File: src/rtl/arb_pkg.sv
// Shared definitions for the eight-way round-robin arbiter: sizes, FSM encoding
// and a one-hot helper.
package arb_pkg;

  localparam int NUM_REQ = 8;
  localparam int ID_W    = 3;

  typedef enum logic {
    ST_IDLE = 1'b0,
    ST_BUSY = 1'b1
  } state_t;

  function automatic logic [NUM_REQ-1:0] onehot(input logic [ID_W-1:0] id);
    logic [NUM_REQ-1:0] v;
    v     = '0;
    v[id] = 1'b1;
    return v;
  endfunction

endpackage

File: src/rtl/rr_pick8.sv
// Rotating priority encoder: the search starts one past the last owner and wraps,
// so the last owner is always the lowest priority.
module rr_pick8
  import arb_pkg::*;
(
  input  logic [NUM_REQ-1:0] req,
  input  logic [ID_W-1:0]    last,
  output logic [ID_W-1:0]    pick_id,
  output logic               pick_valid
);

  logic [ID_W-1:0]      w_start;
  logic [2*NUM_REQ-1:0] w_dbl;
  logic [NUM_REQ-1:0]   w_rot;
  logic [ID_W-1:0]      w_off;

  // 3-bit arithmetic makes last=7 start the search at index 0.
  assign w_start = last + 3'd1;
  assign w_dbl   = {req, req} >> w_start;
  assign w_rot   = w_dbl[NUM_REQ-1:0];

  // NOTE: every always_comb output gets a default before any branch; without it an
  // unassigned path would infer a latch.
  always_comb begin
    w_off = '0;
    for (int j = NUM_REQ - 1; j >= 0; j--) begin
      if (w_rot[j]) w_off = ID_W'(j);
    end
  end

  assign pick_id    = w_off + w_start;
  assign pick_valid = |req;

endmodule

File: src/rtl/rr_arb8.sv
// Eight-way round-robin arbiter with registered one-hot grant, release-driven
// handover and a per-owner hold budget.
module rr_arb8
  import arb_pkg::*;
#(
  parameter int MAX_HOLD = 16
) (
  input  logic               clk,
  input  logic               rst,
  input  logic [NUM_REQ-1:0] req,
  output logic [NUM_REQ-1:0] grant,
  output logic [ID_W-1:0]    grant_id,
  output logic               grant_valid
);

  localparam logic [7:0] HOLD_LAST = 8'(MAX_HOLD - 1);

  state_t             r_state, w_state_nxt;
  logic [ID_W-1:0]    r_last, w_last_nxt;
  logic [7:0]         r_hold_cnt, w_hold_nxt;
  logic [NUM_REQ-1:0] r_grant;
  logic [ID_W-1:0]    r_grant_id, w_id_nxt;
  logic               r_grant_valid, w_valid_nxt;

  logic [ID_W-1:0]    w_pick_id;
  logic               w_pick_valid;
  logic               w_others;
  logic               w_take;
  logic               w_drop;

  rr_pick8 u_pick (
    .req        (req),
    .last       (r_last),
    .pick_id    (w_pick_id),
    .pick_valid (w_pick_valid)
  );

  assign w_others = |(req & ~onehot(r_grant_id));

  always_comb begin
    w_take = 1'b0;
    w_drop = 1'b0;
    w_state_nxt = r_state;
    w_last_nxt  = r_last;
    w_hold_nxt  = r_hold_cnt;
    w_id_nxt    = r_grant_id;
    w_valid_nxt = r_grant_valid;

    case (r_state)
      ST_IDLE: w_take = w_pick_valid;
      ST_BUSY: begin
        if (!req[r_grant_id]) begin
          w_take = w_pick_valid;
          w_drop = !w_pick_valid;
        end else if (r_hold_cnt == HOLD_LAST) begin
          // last == owner here, so the picker already ranks the owner last.
          w_take     = w_others;
          w_hold_nxt = 8'd0;
        end else begin
          w_hold_nxt = r_hold_cnt + 8'd1;
        end
      end
    endcase

    if (w_take) begin
      w_state_nxt = ST_BUSY;
      w_id_nxt    = w_pick_id;
      w_valid_nxt = 1'b1;
      w_last_nxt  = w_pick_id;
      w_hold_nxt  = 8'd0;
    end else if (w_drop) begin
      w_state_nxt = ST_IDLE;
      w_id_nxt    = '0;
      w_valid_nxt = 1'b0;
      w_hold_nxt  = 8'd0;
    end
  end

  // NOTE: state registers use non-blocking assignments so every register samples
  // the pre-edge values regardless of statement order.
  always_ff @(posedge clk or posedge rst) begin
    if (rst) begin
      r_state       <= ST_IDLE;
      r_last        <= 3'd7;
      r_hold_cnt    <= 8'd0;
      r_grant       <= '0;
      r_grant_id    <= '0;
      r_grant_valid <= 1'b0;
    end else begin
      r_state       <= w_state_nxt;
      r_last        <= w_last_nxt;
      r_hold_cnt    <= w_hold_nxt;
      r_grant       <= w_valid_nxt ? onehot(w_id_nxt) : '0;
      r_grant_id    <= w_id_nxt;
      r_grant_valid <= w_valid_nxt;
    end
  end

  assign grant       = r_grant;
  assign grant_id    = r_grant_id;
  assign grant_valid = r_grant_valid;

endmodule
File: config.mk
export PLATFORM = sky130hd
export DESIGN_NAME = rr_arb8
export DESIGN_NICKNAME = d
export VERILOG_FILES = /design/src/rtl/arb_pkg.sv /design/src/rtl/rr_pick8.sv /design/src/rtl/rr_arb8.sv
export SDC_FILE = /design/constraint.sdc
export NUM_CORES = 1
export LEC_CHECK = 0
export ABC_AREA = 1
export CORE_UTILIZATION = 52
export CTS_BUF_LIST = sky130_fd_sc_hd__clkbuf_4
export DETAILED_ROUTE_END_ITERATION = 8
export PLACE_DENSITY = 0.78
export RECOVER_POWER = 25
export SYNTH_ARGS = -nofsm -noshare
export SYNTH_HDL_FRONTEND = slang
export SYNTH_SLANG_ARGS = --single-unit
export TNS_END_PERCENT = 20
File: constraint.sdc
create_clock -name clk -period 2.76 [get_ports clk]
set_clock_uncertainty 0.2 [all_clocks]
set_input_delay 0.552 -clock clk [delete_from_list [all_inputs] [get_ports clk]]
set_output_delay 0.552 -clock clk [all_outputs]
set_load 0.01 [all_outputs]
==> insert_results.sql, run 1 <==
INSERT INTO impl_metrics (metric_group, metric, value, unit) VALUES
('clock_tree', 'max-clock-path-buffers', '2', ''),
('sta', 'final_min_period_over_clock_period', '114', '%'),
('sta', 'timing.final.hold_violations', '0', ''),
('worst_hold_path', 'timing.hold.worst_endpoint', 'r_last[1]', ''),
('setup_path', 'cp-start-kind', 'register', ''),
('drt', 'wirelength_routed', '4550', 'µm'),
('die', 'rows', '20', ''),
('clock_tree', 'insertion_delay_of_the_later_clocked_pin_in_the_worst_skew_pair', '0.32', 'ns'),
('logic_synthesis', 'post_synth_most_frequent_cells', 'sky130_fd_sc_hd__nand2_1 (92), sky130_fd_sc_hd__nand3_1 (41), sky130_fd_sc_hd__nor2_1 (25)', ''),
('cells_and_area', 'drive_above_1_share', '32.9', '%'),
('setup_path', 'reg2reg_to', 'grant[7]', ''),
('setup_path', 'criticalPathCategory', 'register to register', ''),
('global_routing', 'number_of_antenna_violations_at_the_first_check_in_global_routing', '0', ''),
('sta', 'worst-slew-pin-transition', '1.24', 'ns'),
('sta', 'report.final.slew_viol_count', '0', ''),
('sta', 'fmaxAchievable', '0.318', 'GHz'),
('cells_and_area', 'storage_element_area', '604', 'µm²'),
('logic_synthesis', 'synth_enable_flop_cells', '0', ''),
('logic_synthesis', 'post_synth_inst_count', '264', ''),
('worst_hold_path', 'worstHoldPathType', 'register to register', ''),
('logic_synthesis', 'simple_logic_cell_fraction_of_the_synthesized_area', '46.0', '%'),
('clock_tree', 'cts_htree_levels', '1', ''),
('clock_tree', 'cts_hold_repair.buffers', '0', ''),
('worst_hold_path', 'min_delay_path_depth', '2', ''),
('drt', 'detail_route.vias_per_cell', '5.15', ''),
('sta', 'grt_setup_unrepaired', 'yes', ''),
('logic_synthesis', 'postSynth.topFlopCell', 'sky130_fd_sc_hd__dfrtp_1', ''),
('logic_synthesis', 'synth_top_family_by_area', 'simple AND/OR/NAND/NOR gates', ''),
('setup_path', 'r2r-start', 'r_last[0]', ''),
('drt', 'wl_met1', '2070', 'µm'),
('job', 'cap_viol_max_count', '0', ''),
('logic_synthesis', 'synth.area.mux_share', '0', '%'),
('cells_and_area', 'multi_input_logic_area', '1200', 'µm²'),
('clock_tree', 'cts.sink_count', '24', ''),
('logic_synthesis', 'yosysSeqAreaShare', '34.2', '%'),
('die', 'floorplan.initialDensity', '56.6', '%'),
('drt', 'drc', '0', ''),
('cells_and_area', 'final.fill_count', '203', ''),
('placed_design', 'gp_routability_congestion', '0.860', ''),
('global_routing', 'total_global_route_track_usage', '26.8', '%'),
('logic_synthesis', 'post-synth-top-count-cell', 'sky130_fd_sc_hd__nand2_1', ''),
('sta', 'setup_ws', '-0.383', 'ns'),
('setup_path', 'worst-r2r-setup-slack', '-0.38', 'ns'),
('worst_hold_path', 'holdCritStartpoint', 'r_last[1]', ''),
('setup_path', 'end_kind', 'register', ''),
('global_routing', 'globalRoute.totalOverflow', '0', ''),
('logic_synthesis', 'syn-mean-instance-area', '6.70', 'µm²'),
('drt', 'ant_nets', '0', ''),
('clock_tree', 'clk_transition_reported_paths', '0.12', 'ns'),
('die', 'core_region', '3130', 'µm²'),
('outcome', 'violations', 'negative setup slack', ''),
('setup_path', 'worst_r2r_path_depth', '20', ''),
('drt', 'drtPass1Iterations', '4', ''),
('clock_tree', 'cts_root_buf', 'sky130_fd_sc_hd__clkbuf_4', ''),
('clock_tree', 'tritoncts_clock_tree', 'done', ''),
('drt', 'dr_wl_met2', '2240', 'µm'),
('drt', 'highest-signal-layer', 'met4', ''),
('die', 'vertical_die_dimension', '60.3', 'µm'),
('logic_synthesis', 'ys_warn_count', '0', ''),
('sta', 'setup_violations', '12', ''),
('global_routing', 'first_global_vias', '1724', ''),
('sta', 'relSlewSlack', '17.2', '%'),
('outcome', 'outcome', 'finished, violations left', ''),
('drt', 'detailroute.wirelength.met3', '172', 'µm'),
('drt', 'avgRoutedWirePerCell', '12.5', 'µm'),
('setup_path', 'crit_fanout', '7', ''),
('sta', 'period_needed', '3.14', 'ns'),
('placed_design', 'port_buffers', '21', ''),
('die', 'floorplan.die_area', '3640', 'µm²'),
('logic_synthesis', 'yosys.area_share.xor_xnor', '1.49', '%'),
('global_routing', 'grt_max_degree', '25', '');
==> worst max-delay path, stage by stage, from the launching register on <==
cell and delay, ns:
sky130_fd_sc_hd__dfstp_2 0.59, sky130_fd_sc_hd__ha_4 0.14, sky130_fd_sc_hd__nand2_1 0.08, sky130_fd_sc_hd__nand2_4 0.14, sky130_fd_sc_hd__inv_6 0.06, sky130_fd_sc_hd__buf_4 0.14, sky130_fd_sc_hd__nand2_1 0.07, sky130_fd_sc_hd__nand2_1 0.09
sky130_fd_sc_hd__o21ai_1 0.08, sky130_fd_sc_hd__nand2_1 0.07, sky130_fd_sc_hd__a21boi_1 0.13, sky130_fd_sc_hd__ha_2 0.19, sky130_fd_sc_hd__inv_2 0.04, sky130_fd_sc_hd__fa_2 0.34, sky130_fd_sc_hd__xor2_2 0.19, sky130_fd_sc_hd__inv_1 0.07
sky130_fd_sc_hd__nand3_2 0.06, sky130_fd_sc_hd__nand3_2 0.10, sky130_fd_sc_hd__nand2_2 0.13, sky130_fd_sc_hd__nand2_2 0.06, sky130_fd_sc_hd__nor2_2 0.09
==> how the worst max path moves through the flow <==
stage | startpoint | to | slack, ns | cells after the start
2_1_floorplan | r_last[1] | grant[4] | -0.11 | 20
3_3_place_gp | req[1] | grant[5] | -0.54 | 19
3_5_place_dp | req[0] | grant[5] | -0.68 | 19
4_1_cts | r_last[1] | grant[7] | -0.33 | 19
5_1_grt | r_last[0] | grant[7] | -0.57 | 21
6_report | r_last[0] | grant[7] | -0.38 | 20
==> cells in the final DEF, fill, tap and decap left out, drive strengths merged, types with 2 or more instances in the layout <==
cell and instances:
nand4 2, o21ai 7, nand2 107, dfstp 3, nor2 27, nand3 43, clkdlybuf4s50 20, dfrtp 21
nor3 2, clkbuf 4, clkinv 3, buf 33, ha 3, inv 30, a21oi 2, xor2 2
==> logic make-up after synthesis <==
group	Yosys count
compound gates	15
simple gates	182
buf+inv	36
flops	24
fa+ha+maj	4
xor+xnor	3
==> through the flow <==
step / cells / hold slack, ns / util [%] / worst slack [ns] / instance area (µm²)
after floorplan: 264 / 0.264 / - / -0.107 / 1910
after global placement: 347 / 0.284 / 73.4 / -0.537 / 2300
after detailed placement: 347 / 0.301 / 73.4 / -0.676 / 2300
after CTS: 361 / 0.318 / 78.5 / -0.331 / 2450
after global routing: 363 / 0.327 / 80.5 / -0.575 / 2520
final: 363 / 0.315 / 80.5 / -0.383 / 2520
==> final cells by class <==
type	count	area share (%)
Timing Repair Buffer	55	19.4
Clock buffer	3	0.894
Tap cell	44	2.19
Inverter	31	5.51
Multi-Input combinational cell	204	47.5
Sequential cell	24	24.0
Clock inverter	1	0.149
Timing Repair inverter	1	0.348
==> state kept, by name, summed over array words and instances, names as in the netlist <==
signal / count
grant_valid: 1
r_hold_cnt: 8
grant_id: 3
grant: 8
r_state: 1
r_last: 3
==> per-layer routing <==
layer	up-vias	GRT usage, %
li1	949	-
met4	0	6.98
met5	-	0
met3	11	6.18
met1	858	36.2
met2	51	43.3
==> what timing repair did <==
item | 4_1_cts | 5_1_grt
resized for setup | 11 | 15
setup endpoints to repair | 12 | 12
gates cloned | 1 | 0
pin swaps | 10 | 6
hold endpoints to repair | 0 | 0
buffers inserted | 9 | 2
Power of run 1 is not shown: default switching activity piles up to over one toggle a cycle in this logic, so the estimate is an artifact.
==> inputs of run 2 (changes only) <==
- HOLD_SLACK_MARGIN: not set -> 0.06
- REMOVE_ABC_BUFFERS: not set -> 1
==> insert_results.sql, run 2 (same netlist as run 1, synthesis figures left out) <==
INSERT INTO impl_metrics (metric_group, metric, value, unit) VALUES
('outcome', 'outcome', 'finished, violations left', ''),
('outcome', 'violations', 'negative setup slack', ''),
('clock_tree', 'tritoncts_clock_tree', 'done', ''),
('cells_and_area', 'p_r_area_growth_vs_syn', '37.7', '%'),
('global_routing', 'total_global_route_track_usage', '26.8', '%'),
('die', 'num_io_pins', '22', ''),
('clock_tree', 'cts.sink_count', '24', ''),
('die', 'die_w', '60.3', 'µm'),
('die', 'floorplan.initialDensity', '56.6', '%'),
('sta', 'grt_setup_unrepaired', 'yes', ''),
('cells_and_area', 'layout.cells.most_common_list', 'sky130_fd_sc_hd__nand2_1 (90), sky130_fd_sc_hd__nand3_1 (32), sky130_fd_sc_hd__buf_4 (32), sky130_fd_sc_hd__inv_1 (23), sky130_fd_sc_hd__dfrtp_1 (21)', ''),
('drt', 'avgRoutedWirePerCell', '13.0', 'µm'),
('worst_hold_path', 'worstHoldPathType', 'register to register', ''),
('drt', 'detail_route.vias_per_cell', '5.23', ''),
('cells_and_area', 'nNetsFinal', '334', ''),
('clock_tree', 'insertion_delay_of_the_later_clocked_pin_in_the_worst_skew_pair', '0.31', 'ns'),
('drt', 'wl_met1', '1990', 'µm'),
('global_routing', 'globalRoute.totalOverflow', '0', ''),
('drt', 'detailroute.wirelength.met3', '172', 'µm'),
('sta', 'report.final.slew_viol_count', '0', ''),
('global_routing', 'first_global_vias', '1763', ''),
('cells_and_area', 'drive_above_1_share', '28.2', '%'),
('sta', 'setup_ws', '-0.521', 'ns'),
('drt', 'vias', '1900', ''),
('sta', 'period_needed', '3.28', 'ns'),
('drt', 'wirelength_routed', '4710', 'µm'),
('placed_design', 'place_hpwl', '3280', 'µm'),
('sta', 'fmaxAchievable', '0.305', 'GHz'),
('clock_tree', 'cts_hold_repair.buffers', '0', ''),
('setup_path', 'cp-start-kind', 'primary input', ''),
('die', 'vertical_die_dimension', '60.3', 'µm'),
('setup_path', 'worstPathArrival', '3.34', 'ns'),
('cells_and_area', 'antennaDiodeCount', '0', ''),
('sta', 'worst-slew-pin-transition', '1.24', 'ns'),
('clock_tree', 'cts_root_buf', 'sky130_fd_sc_hd__clkbuf_4', ''),
('sta', 'timing.final.hold_violations', '0', ''),
('placed_design', 'port_buffers', '21', ''),
('clock_tree', 'max-clock-path-buffers', '2', ''),
('drt', 'dr_wl_met2', '2440', 'µm'),
('die', 'core_region', '3130', 'µm²'),
('global_routing', 'grt_first_pass_wirelength', '7400', 'µm'),
('drt', 'ant_nets', '0', ''),
('sta', 'setup_violations', '12', ''),
('job', 'cap_viol_max_count', '0', ''),
('drt', 'drc', '0', ''),
('die', 'rows', '20', ''),
('drt', 'drt_iter0_markers', '129', ''),
('sta', 'relSlewSlack', '17.3', '%'),
('clock_tree', 'clk_transition_reported_paths', '0.12', 'ns'),
('drt', 'highest-signal-layer', 'met4', ''),
('sta', 'final_min_period_over_clock_period', '119', '%'),
('setup_path', 'crit_fanout', '4', ''),
('placed_design', 'pre_cts_ws', '-0.705', 'ns'),
('drt', 'drtPass1Iterations', '4', ''),
('setup_path', 'critPathRequiredTime', '2.82', 'ns'),
('setup_path', 'criticalPathCategory', 'primary input to register', ''),
('die', 'floorplan.die_area', '3640', 'µm²'),
('clock_tree', 'cts_htree_levels', '1', ''),
('cells_and_area', 'core_utilization_of_the_finished_layout', '77.9', '%'),
('global_routing', 'number_of_antenna_violations_at_the_first_check_in_global_routing', '0', ''),
('global_routing', 'grt_max_degree', '25', ''),
('setup_path', 'end_kind', 'register', ''),
('placed_design', 'gp_routability_congestion', '0.847', ''),
('cells_and_area', 'layout_commonest_cell', 'sky130_fd_sc_hd__nand2_1', ''),
('clock_tree', 'cts_buffers', '3', '');
==> run 2: final timing paths <==
path                       slack [ns]      start   endpoint  cells past startpoint
setup / recovery                -0.52     req[1]   grant[5]                     19
hold / removal                   0.30  r_last[1]  r_last[1]                      2
setup reg to reg                -0.52  r_last[0]   grant[5]                     19
hold reg to reg                  0.30  r_last[1]  r_last[1]                      2
max in group asynchronous        0.77        rst   grant[1]                      3
min in group asynchronous        0.86        rst   grant[2]                      3
==> run 2: final cells by class <==
| class | instances | area [µm²] |
|---|---|---|
| Timing Repair Buffer | 56 | 485 |
| Inverter | 31 | 129 |
| Tap cell | 44 | 55.1 |
| Clock buffer | 3 | 22.5 |
| Multi-Input combinational cell | 204 | 1140 |
| Fill cell | 218 | 692 |
| Clock inverter | 1 | 3.75 |
| Sequential cell | 24 | 604 |
==> run 2: what timing repair did <==
action                     in CTS  in global routing
gates resized for setup        21                 12
buffers inserted                3                  3
setup endpoints to repair      12                 12
pin swaps                      12                 14
==> run 2: per-layer routing <==
layer / track usage [%] / vias to the layer above
met2: 49.0 / 58
met4: 3.65 / 0
met1: 34.1 / 882
li1: - / 947
met5: 0 / -
met3: 3.84 / 13
==> run 2: stage by stage <==
stage | setup TNS (ns) | area [µm²] | cells | hold slack (ns)
2_1_floorplan | -4.21 | 1730 | 259 | 0.244
3_3_place_gp | -6.51 | 2220 | 353 | 0.257
3_5_place_dp | -7.32 | 2220 | 353 | 0.260
4_1_cts | -2.70 | 2360 | 360 | 0.299
5_1_grt | -7.12 | 2440 | 363 | 0.319
6_report | -5.10 | 2440 | 363 | 0.303
==> run 2: critical path, stage by stage <==
cell and delay (ns):
sky130_fd_sc_hd__clkdlybuf4s50_1 0.53, sky130_fd_sc_hd__nand2_1 0.12, sky130_fd_sc_hd__nand3_1 0.12, sky130_fd_sc_hd__nand3_1 0.09, sky130_fd_sc_hd__nand2_1 0.11, sky130_fd_sc_hd__a31oi_1 0.06, sky130_fd_sc_hd__o21ai_1 0.15, sky130_fd_sc_hd__nand2_1 0.07
sky130_fd_sc_hd__a21boi_1 0.13, sky130_fd_sc_hd__ha_2 0.20, sky130_fd_sc_hd__inv_2 0.05, sky130_fd_sc_hd__fa_2 0.40, sky130_fd_sc_hd__xor2_2 0.19, sky130_fd_sc_hd__inv_1 0.07, sky130_fd_sc_hd__nand3_2 0.10, sky130_fd_sc_hd__nand3_4 0.12
sky130_fd_sc_hd__nand2_4 0.11, sky130_fd_sc_hd__nand2_2 0.07, sky130_fd_sc_hd__nor2_2 0.08
Power of run 2 is left out for the same reason.
